[src/rtl/dmem_arbiter.sv]
// dmem_arbiter: round-robin two-port arbiter and one-cycle access sequencer in front of dmem.
// Ports: req/we/sz/uns/addr/wdata per requester in, gnt/rvalid/rdata/err per requester out, mem_* to dmem; option DMEM_ARB_ALIGN_CHK_EN.
module dmem_arbiter #(
  parameter int DMEM_ADDR_WIDTH = 12
) (
  input  logic                       clk,
  input  logic                       rst_n,
  input  logic                       req0,
  input  logic                       req1,
  input  logic                       we0,
  input  logic                       we1,
  input  logic [1:0]                 sz0,
  input  logic [1:0]                 sz1,
  input  logic                       uns0,
  input  logic                       uns1,
  input  logic [DMEM_ADDR_WIDTH-1:0] addr0,
  input  logic [DMEM_ADDR_WIDTH-1:0] addr1,
  input  logic [31:0]                wdata0,
  input  logic [31:0]                wdata1,
  output logic                       gnt0,
  output logic                       gnt1,
  output logic                       rvalid0,
  output logic                       rvalid1,
  output logic [31:0]                rdata0,
  output logic [31:0]                rdata1,
  output logic                       err0,
  output logic                       err1,
  output logic [DMEM_ADDR_WIDTH-1:0] mem_addr,
  output logic                       mem_rd_en,
  output logic                       mem_wr_en,
  output logic [1:0]                 mem_sz,
  output logic [31:0]                mem_din,
  input  logic [31:0]                mem_dout
);

  typedef struct packed {
    logic                       we;
    logic [1:0]                 sz;
    logic                       uns;
    logic [DMEM_ADDR_WIDTH-1:0] addr;
    logic [31:0]                wdata;
    logic                       port;
  } cmd_t;

  cmd_t        cmd;
  cmd_t        nxt;
  logic        cmd_v;
  logic        last_gnt;
  logic        acc_ok;
  logic        ld_ok;
  logic [31:0] ext;

  // last_gnt names the port served last; on contention the other wins
  always_comb begin
    gnt0 = 1'b0;
    gnt1 = 1'b0;
    if (req0 && req1) begin
      gnt0 = last_gnt;
      gnt1 = !last_gnt;
    end else begin
      gnt0 = req0;
      gnt1 = req1;
    end
  end

  always_comb begin
    nxt = '0;
    if (gnt1) begin
      nxt = '{we1, sz1, uns1, addr1, wdata1, 1'b1};
    end else begin
      nxt = '{we0, sz0, uns0, addr0, wdata0, 1'b0};
    end
  end

  always_ff @(posedge clk or negedge rst_n) begin
    if (!rst_n) begin
      cmd_v    <= 1'b0;
      cmd      <= '0;
      last_gnt <= 1'b1;
    end else begin
      cmd_v <= gnt0 || gnt1;
      if (gnt0 || gnt1) begin
        cmd      <= nxt;
        last_gnt <= gnt1;
      end
    end
  end

`ifdef DMEM_ARB_ALIGN_CHK_EN
  logic mis;

  // size 11 is treated as word, so sz[1] selects the word check
  assign mis = ((cmd.sz == 2'b01) && cmd.addr[0])
            || (cmd.sz[1] && (cmd.addr[1:0] != 2'b00));
  assign acc_ok = cmd_v && !mis;

  always_ff @(posedge clk or negedge rst_n) begin
    if (!rst_n) begin
      err0 <= 1'b0;
      err1 <= 1'b0;
    end else begin
      err0 <= cmd_v && mis && !cmd.port;
      err1 <= cmd_v && mis && cmd.port;
    end
  end
`else
  assign acc_ok = cmd_v;
  assign err0   = 1'b0;
  assign err1   = 1'b0;
`endif

  assign ld_ok     = acc_ok && !cmd.we;
  assign mem_addr  = cmd.addr;
  assign mem_sz    = cmd.sz;
  assign mem_din   = cmd.wdata;
  assign mem_wr_en = acc_ok && cmd.we;
  assign mem_rd_en = ld_ok;

  always_comb begin
    ext = mem_dout;
    unique case (1'b1)
      (cmd.sz == 2'b00): begin
        ext = cmd.uns ? {24'b0, mem_dout[7:0]}
                      : {{24{mem_dout[7]}}, mem_dout[7:0]};
      end
      (cmd.sz == 2'b01): begin
        ext = cmd.uns ? {16'b0, mem_dout[15:0]}
                      : {{16{mem_dout[15]}}, mem_dout[15:0]};
      end
      default: ext = mem_dout;
    endcase
  end

  always_ff @(posedge clk or negedge rst_n) begin
    if (!rst_n) begin
      rvalid0 <= 1'b0;
      rvalid1 <= 1'b0;
      rdata0  <= '0;
      rdata1  <= '0;
    end else begin
      rvalid0 <= ld_ok && !cmd.port;
      rvalid1 <= ld_ok && cmd.port;
      if (ld_ok && !cmd.port) rdata0 <= ext;
      if (ld_ok && cmd.port) rdata1 <= ext;
    end
  end

endmodule

[config.mk]
export PLATFORM = sky130hd
export DESIGN_NAME = dmem_arbiter
export DESIGN_NICKNAME = d
export VERILOG_FILES = /design/src/rtl/dmem_arbiter.sv
export SDC_FILE = /design/constraint.sdc
export NUM_CORES = 1
export LEC_CHECK = 0
export CORE_ASPECT_RATIO = 2
export CORE_MARGIN = 4
export CORE_UTILIZATION = 40
export CTS_BUF_LIST = sky130_fd_sc_hd__clkbuf_8
export DETAILED_ROUTE_END_ITERATION = 16
export HOLD_SLACK_MARGIN = 0.06
export PLACE_DENSITY = 0.77
export SLEW_MARGIN = 20
export SYNTH_ARGS = -nofsm -noshare
export SYNTH_HDL_FRONTEND = slang
export SYNTH_SLANG_ARGS = --single-unit
export TNS_END_PERCENT = 20
[constraint.sdc]
create_clock -name clk -period 2.73 [get_ports clk]
set_input_delay 0.546 -clock clk [delete_from_list [all_inputs] [get_ports clk]]
set_output_delay 0.546 -clock clk [all_outputs]
set_load 0.005 [all_outputs]
* Word level (Yosys, flattened, before mapping) *
Index checks and enable logic that the tools add are counted.
Widths: inputs -> output; s select.

storage, ports and cells
  flip-flop bits (word level) = 117
  bits of input ports = 132

operators by class
  reduce and logical (&&, ||, !) cells = 10
  multiplexer cells = 6
  eq/ne operators = 1

operators with widths
  cell                count
  $mux 32             2
  $pmux 32 s2         1
  $mux 49             1
  $logic_and 1x1->1   5
  $logic_not 1->1     3
  $eq 2x1->1 const B  1
  $logic_not 2->1     1
  $mux 1              2
  $logic_or 1x1->1    1

* Longest topological paths before layout *
Gate-level depths: netlist of the first run.

  depth after elaboration = 3
  mapped depth = 6
  gate-level depth less buffers = 3

* Least setup slack after synthesis of the first run *
Ideal clock, no wire load.

  path type = input to output
  from = input req1
  to = output gnt1
  data arrival time = 1.309 ns
  data required time = 2.184 ns
  path slack = 0.875 ns
  stages on the path = 5
  cells stage by stage = buf_2 -> a21bo_2 -> buf_2 -> buf_2 -> inv_1

between the ends
  word-level cells in the longest chain between the ends = 2

ends and longest elaborated chain
  what                RTL line  source
  start: declaration  9         input logic req1,
  $logic_and 1x1->1   57        if (req0 && req1) begin
  $mux 1 *            57
  end: declaration    21        output logic gnt1,

Every way passes the cells marked *; elsewhere a longest branch is shown, timed or not.

* Final worst setup path of the first run *
  from = register last_gnt
  to = output gnt0

between the ends
  word-level cells in the longest chain between the ends = 1

ends and longest elaborated chain
  what                      RTL line  source
  start: declaration        48        logic last_gnt;
  start signal: assignment  84        last_gnt <= gnt1;
  $mux 1                    57
  end: declaration          20        output logic gnt0,

Every way passes these cells.

==> results.yml, run 1 <==
critical_path:
  end_kind: "output pin"
  crit_type: "register to output pin"
  crit_buf_inv: 2
  crit_chain: "inv_1, a21boi_0, clkdlybuf4s50_1"
  slowest_delay_ps: 560
  ff2ff_path_depth: 4
  path_max_fanout: 4
  critPathTopFamily: "buffers and inverters"
  worstPathArrival_ps: 1830
  required_ps: 2180
  worstSetupPathDepth: 3
  start_kind: "register"
  cpMaxStageDelayCell: "dfstp_2"
worst_hold_path:
  worstHoldPathCells: 2
  hp-class: "input pin to register"
power:
  vdd_ir_drop_max_mv: 0.416
  power_mw: 6.18
  power_leakage_nw: 3.39
  power_density_nw_per_um2: 739
floorplan:
  core_area_sq_um: 13900
  pin_count: 250
  design.die.area_sq_um: 16200
  initial_core_util_pct: 40.6
  rows: 61
  die_y_um: 176
  die_width_um: 91.9
cells_and_area:
  drive_above_1_share_pct: 14.9
  syn2layout_area_growth_pct: 48.3
  nFillCells: 1193
  nets: 884
  utilization_pct: 60.2
  n_antenna_cell: 0
  stdcell_area_sq_um: 8360
global_route:
  overflow: 0
  antenna_found_initial: 0
  grt_pass1_wl_um: 25600
  grt_usage_pct: 20.0
  grt_max_degree: 49
  grt_pass1_vias: 5123
clocking:
  clk_pin_slew_worst_paths_ps: 70
  clock_path_buffers: 2
  numCtsBuffers: 17
  root_buffer: "clkbuf_8"
  insertion_delay_ps: 420
  cts_tree: "yes"
  cts_sinks: 117
  h-tree-depth: 4
logic_synthesis:
  synth_top_area_share_pct: 51.5
  synth_top_cell_by_area: "dfrtp_1"
  ys_warn_count: 0
  synth_common_cells: "nor2_1, dfrtp_1, mux2_2"
  syn_avg_cell_area_sq_um: 10.1
  synthCells: 560
  yosysSeqAreaShare_pct: 52.0
  synth.distinct_cells: 28
  ys_seq_elements: 117
  syn_area_sq_um: 5640
  synth_flop_cell: "dfrtp_1"
  synth_top_cells_by_area: "dfrtp_1, mux2_2, nor2_1"
  synth_edf_count: 0
  async_reset_ff_share_pct: 100
  yosysMostFrequentCell: "nor2_1"
timing:
  fin_crit_ps: 2380
  worst_pin_slew_ps: 774
  setup_violations: 0
  fmax_ghz: 0.420
  fin_tns_setup_ps: 0
  relSlewSlack_pct: 48.3
  slew_viol_final: 0
  fin_crit_sh_pct: 87.2
  rsz0062_at_grt: "false"
  skew_ps: 14.0
  hold_viol_final: 0
routing:
  vias: 4835
  route.detailed.drc: 0
  drt_iter0_drc: 173
  wl_met1_um: 5870
  wire_per_inst_um: 17.0
  met2WireLength_um: 8600
  met3WireLength_um: 1310
  dr.pass1.iters: 4
  top_layer: "met4"
  wl_um: 16200
  via_per_inst: 5.07
  drtAntennaViolNets: 0
flow_run:
  cap_violations: 0
placement:
  place_hpwl_um: 12300
  port-buffer-count: 247
  gp_congestion: 0.803
  placed_area_sq_um: 7910
run_status:
  status: "finished, final reports clean"
==> worst paths after layout <==
path / start / end / slack, ps
max in group asynchronous: rst_n / mem_din[12] / 1430
min in group asynchronous: rst_n / mem_addr[8] / 610
worst max register to register: cmd[48] / rdata0[12] / 980
worst min-delay path: req1 / last_gnt / 490
worst min register to register: rdata1[4] / rdata1[4] / 500
worst max-delay path: last_gnt / gnt0 / 350
==> routing by layer <==
layer | track usage (%) | vias to the layer above
met5 | 0 | -
met4 | 8.87 | 0
met3 | 6.30 | 30
met2 | 35.5 | 243
met1 | 21.5 | 2306
li1 | - | 2256
==> what timing repair did <==
action                                 CTS  global route
hold buffers                             1             0
endpoints found under the hold margin    6             0
buffers inserted                         0             0
gates resized for setup                  0             0
==> sequential cells by signal (all words and copies together), names as in the netlist <==
register	flops
rvalid0	1
cmd	3
rdata1	32
rvalid1	1
mem_sz	2
last_gnt	1
mem_addr	12
rdata0	32
mem_din	32
acc_ok	1
==> layout make-up <==
class / count / area [sq um] / share of cell area, %
multi-input combinational: 352 / 2140 / 25.6
tap: 189 / 236 / 2.83
timing repair buffer: 262 / 2610 / 31.3
sequential: 117 / 2930 / 35.0
clock buffer: 17 / 234 / 2.80
clock inverter: 14 / 201 / 2.41
inverter: 2 / 7.51 / 0.0898
==> power breakdown <==
group / switching, mW / internal, mW / leakage [nW] / total, mW
sequential: 0.266 / 2.17 / 1.33 / 2.44
clock: 0.732 / 1.00 / 0.213 / 1.73
combinational: 0.745 / 1.26 / 1.85 / 2.01
total: 1.74 / 4.43 / 3.39 / 6.18
==> worst register-to-register path: cells and delay by family, from the launching register on <==
family	cells	cell delay (ps)
simple gates	2	770
flops	1	440
buf+inv	1	310
compound gates	1	150
==> kinds of logic (layout without fill, tap and decap cells) <==
kind of cell           count (synthesis)  in the layout  share of synthesized area (%)
buffers and inverters                 92            295                           10.3
other                                  1              2                         0.0665
AND/OR/NAND/NOR                      178            178                           12.6
AO/OA/AOI/OAI                        107            107                           12.0
flip-flops                           117            117                           52.0
multiplexers                          65             65                           13.0
==> layout by cell type, fill, tap and decap left out <==
| cell type | instances |
|---|---|
| buf_2 | 2 |
| nor4b_4 | 1 |
| nand2_2 | 1 |
| mux2_1 | 7 |
| or2_2 | 1 |
| inv_1 | 2 |
| bufinv_16 | 4 |
| clkbuf_8 | 17 |
| mux2i_1 | 1 |
| nor2b_1 | 1 |
| and2_1 | 1 |
| dfstp_2 | 1 |
| a31oi_1 | 30 |
| a21oi_1 | 16 |
| and3b_2 | 1 |
| nor3b_4 | 1 |
| dfrtp_1 | 116 |
| clkinv_2 | 1 |
| nor2_1 | 154 |
| clkinv_4 | 5 |
| inv_6 | 2 |
| clkinvlp_4 | 2 |
| a31oi_2 | 2 |
| dlygate4sd3_1 | 1 |
| or3_1 | 1 |
| conb_1 | 2 |
| a21bo_2 | 1 |
| buf_12 | 3 |
| mux2_2 | 57 |
| a21boi_0 | 1 |
| nand2_1 | 16 |
| o22ai_1 | 48 |
| clkdlybuf4s50_1 | 244 |
| o21a_1 | 9 |
| buf_4 | 12 |
==> per-stage QoR <==
step	hold WS, ps	setup WS (ps)	instances
after floorplan	250	875	561
after global placement	474	643	921
after detailed placement	487	595	921
after CTS	445	309	953
after global routing	469	252	953
final	488	350	953
Note: power is estimated with default switching activity, not from simulation.
==> inputs of run 2 (changes only) <==
--- a/config.mk
+++ b/config.mk
@@ -10,6 +10,7 @@
 export CORE_UTILIZATION = 40
 export CTS_BUF_LIST = sky130_fd_sc_hd__clkbuf_8
 export DETAILED_ROUTE_END_ITERATION = 16
+export GPL_ROUTABILITY_DRIVEN = 0
 export HOLD_SLACK_MARGIN = 0.06
 export PLACE_DENSITY = 0.77
 export SLEW_MARGIN = 20
==> results of run 2 <==
The final DEF is identical to that of run 1; final timing and power are the same.
==> variant: new RTL, config.mk and constraints of run 1 <==
The option `DMEM_ARB_ALIGN_CHK_EN` is turned on by a define.
--- a/src/rtl/dmem_arbiter.sv
+++ b/src/rtl/dmem_arbiter.sv
@@ -1,5 +1,7 @@
 // dmem_arbiter: round-robin two-port arbiter and one-cycle access sequencer in front of dmem.
 // Ports: req/we/sz/uns/addr/wdata per requester in, gnt/rvalid/rdata/err per requester out, mem_* to dmem; option DMEM_ARB_ALIGN_CHK_EN.
+`define DMEM_ARB_ALIGN_CHK_EN
+
 module dmem_arbiter #(
   parameter int DMEM_ADDR_WIDTH = 12
 ) (
Function: changed (a bounded check fails within 4 cycles, from zero or initial values and one cycle with rst_n low).
==> variant against run 1 <==
- clock power decreased by 12%
- synthesized cell count fell by 5.4%
- area after synthesis is 6.1% higher
- wire length up 8.4%
- total power up 11%
- sequential cell count rose by 2
- cell area up 3.3%
- worst setup slack got worse by 0.11 ns
- largest power group unchanged
==> variant: results (changes against run 1) <==
| Metric | Value |
|---|---|
| Synth area leaders | dfrtp_1 (49%), mux2_2 (15%), mux2_4 (7.3%) (was dfrtp_1 (51%), mux2_2 (11%), nor2_1 (10%)) |
| First-pass GRT wire length | 27,200 µm (was 25,600 µm) |
| Final nets | 857 (was 884) |
| Static Leak | 3.69 nW (was 3.39 nW) |
| Largest net degree at the start of global routing | 50 (was 49) |
| Worst Setup SP | mem_addr[0] (was last_gnt) |
| Dpl hpwl | 13,100 µm (was 12,300 µm) |
| IO buf count | 249 (was 247) |
| Setup Slack @ Placement | 0.512 ns (was 0.595 ns) |
| Worst reg2reg setup slack | 0.79 ns (was 0.98 ns) |
| Hold Crit Class | in -> async (was in -> reg) |
| Slowest CP cell | clkdlybuf4s50_1 (was dfstp_2) |
| Placer congestion estimate | 0.808 (was 0.803) |
| Crit-path max FO | 5 (was 4) |
| All-Layer GR Usage | 0.206 (was 0.200) |
| Synth cell types | 30 (was 28) |
| Initial antenna violation count | 1 (was 0) |
| Layout cells sized above 1 | 0.221 (was 0.149) |
| Vias | 4,761 (was 4,835) |
| DR WL/cell | 18.8 µm (was 17.0 µm) |
| DRT Pass-1 Iters | 5 (was 4) |
| Leading cell types by count after synthesis | dfrtp_1 (118), nor2_1 (101), mux2_2 (81), buf_4 (50), o22ai_1 (48) (was nor2_1 (154), dfrtp_1 (116), mux2_2 (57), buf_4 (48), o22ai_1 (48)) |
| Cells after Synth | 530 (was 560) |
| Run status | complete, no violations (unchanged) |
| CP Capture Point | mem_wr_en (was gnt0) |
| Final Critical Period | 2.49 ns (was 2.38 ns) |
| Post-Place Cells | 901 (was 921) |
| Peak supply drop | 339 µV (was 416 µV) |
| Finished Layout Cells | 933 (was 953) |
| Clock skew | 0.0121 ns (was 0.0140 ns) |
## variant: cell type report
class | instances | area (µm²)
fill | 1261 | 6100
sequential | 119 | 2980
timing repair buffer | 258 | 2580
multi-input combinational | 324 | 2440
clock buffer | 18 | 248
tap | 195 | 244
clock inverter | 14 | 126
inverter | 5 | 18.8
## variant: where the power goes
group	switching [mW]	internal (mW)	total (mW)
registers	0.359	2.35	2.70
clock network	0.773	0.751	1.52
logic	0.848	1.79	2.64
total	1.98	4.89	6.87
## variant: how the worst min path moves through the flow
stage / slack, ns / cells past startpoint / to / from
3_5_place_dp: 0.49 / 1 / rdata0[14] / rdata0[14]
4_1_cts: 0.14 / 1 / rdata1[9] / rst_n
6_report: 0.15 / 1 / rdata1[9] / rst_n
3_3_place_gp: 0.48 / 1 / rdata0[21] / rdata0[21]
2_1_floorplan: 0.25 / 0 / cmd[0] / rst_n
5_1_grt: 0.17 / 1 / rdata1[9] / rst_n
## variant: kinds of logic (layout without fill, tap and decap cells)
family,after synthesis,after routing,synth area share
AOI/OAI and AO/OA,79,79,0.0860
and+or+nand+nor,132,132,0.0883
DFF,119,119,0.498
muxes,113,113,0.233
buffers and inverters,87,295,0.0948
## variant: stage by stage
step                 util  cell area, µm²  hold WS [ns]  power (mW)
floorplan               -            5980         0.250        3.82
global placement    0.561            8260         0.481        5.31
detailed placement  0.561            8260         0.491        5.41
CTS                 0.586            8640         0.139        6.97
global route        0.586            8640         0.174        7.25
finish              0.586            8640         0.151        6.87
## variant: routing by layer
| metal | global-route usage | vias to the layer above | part of all wire |
|---|---|---|---|
| met5 | 0 | - | 0.00068 |
| met4 | 0.0850 | 2 | 0.031 |
| met1 | 0.217 | 2347 | 0.35 |
| li1 | - | 2175 | - |
| met3 | 0.0554 | 32 | 0.069 |
| met2 | 0.374 | 205 | 0.55 |
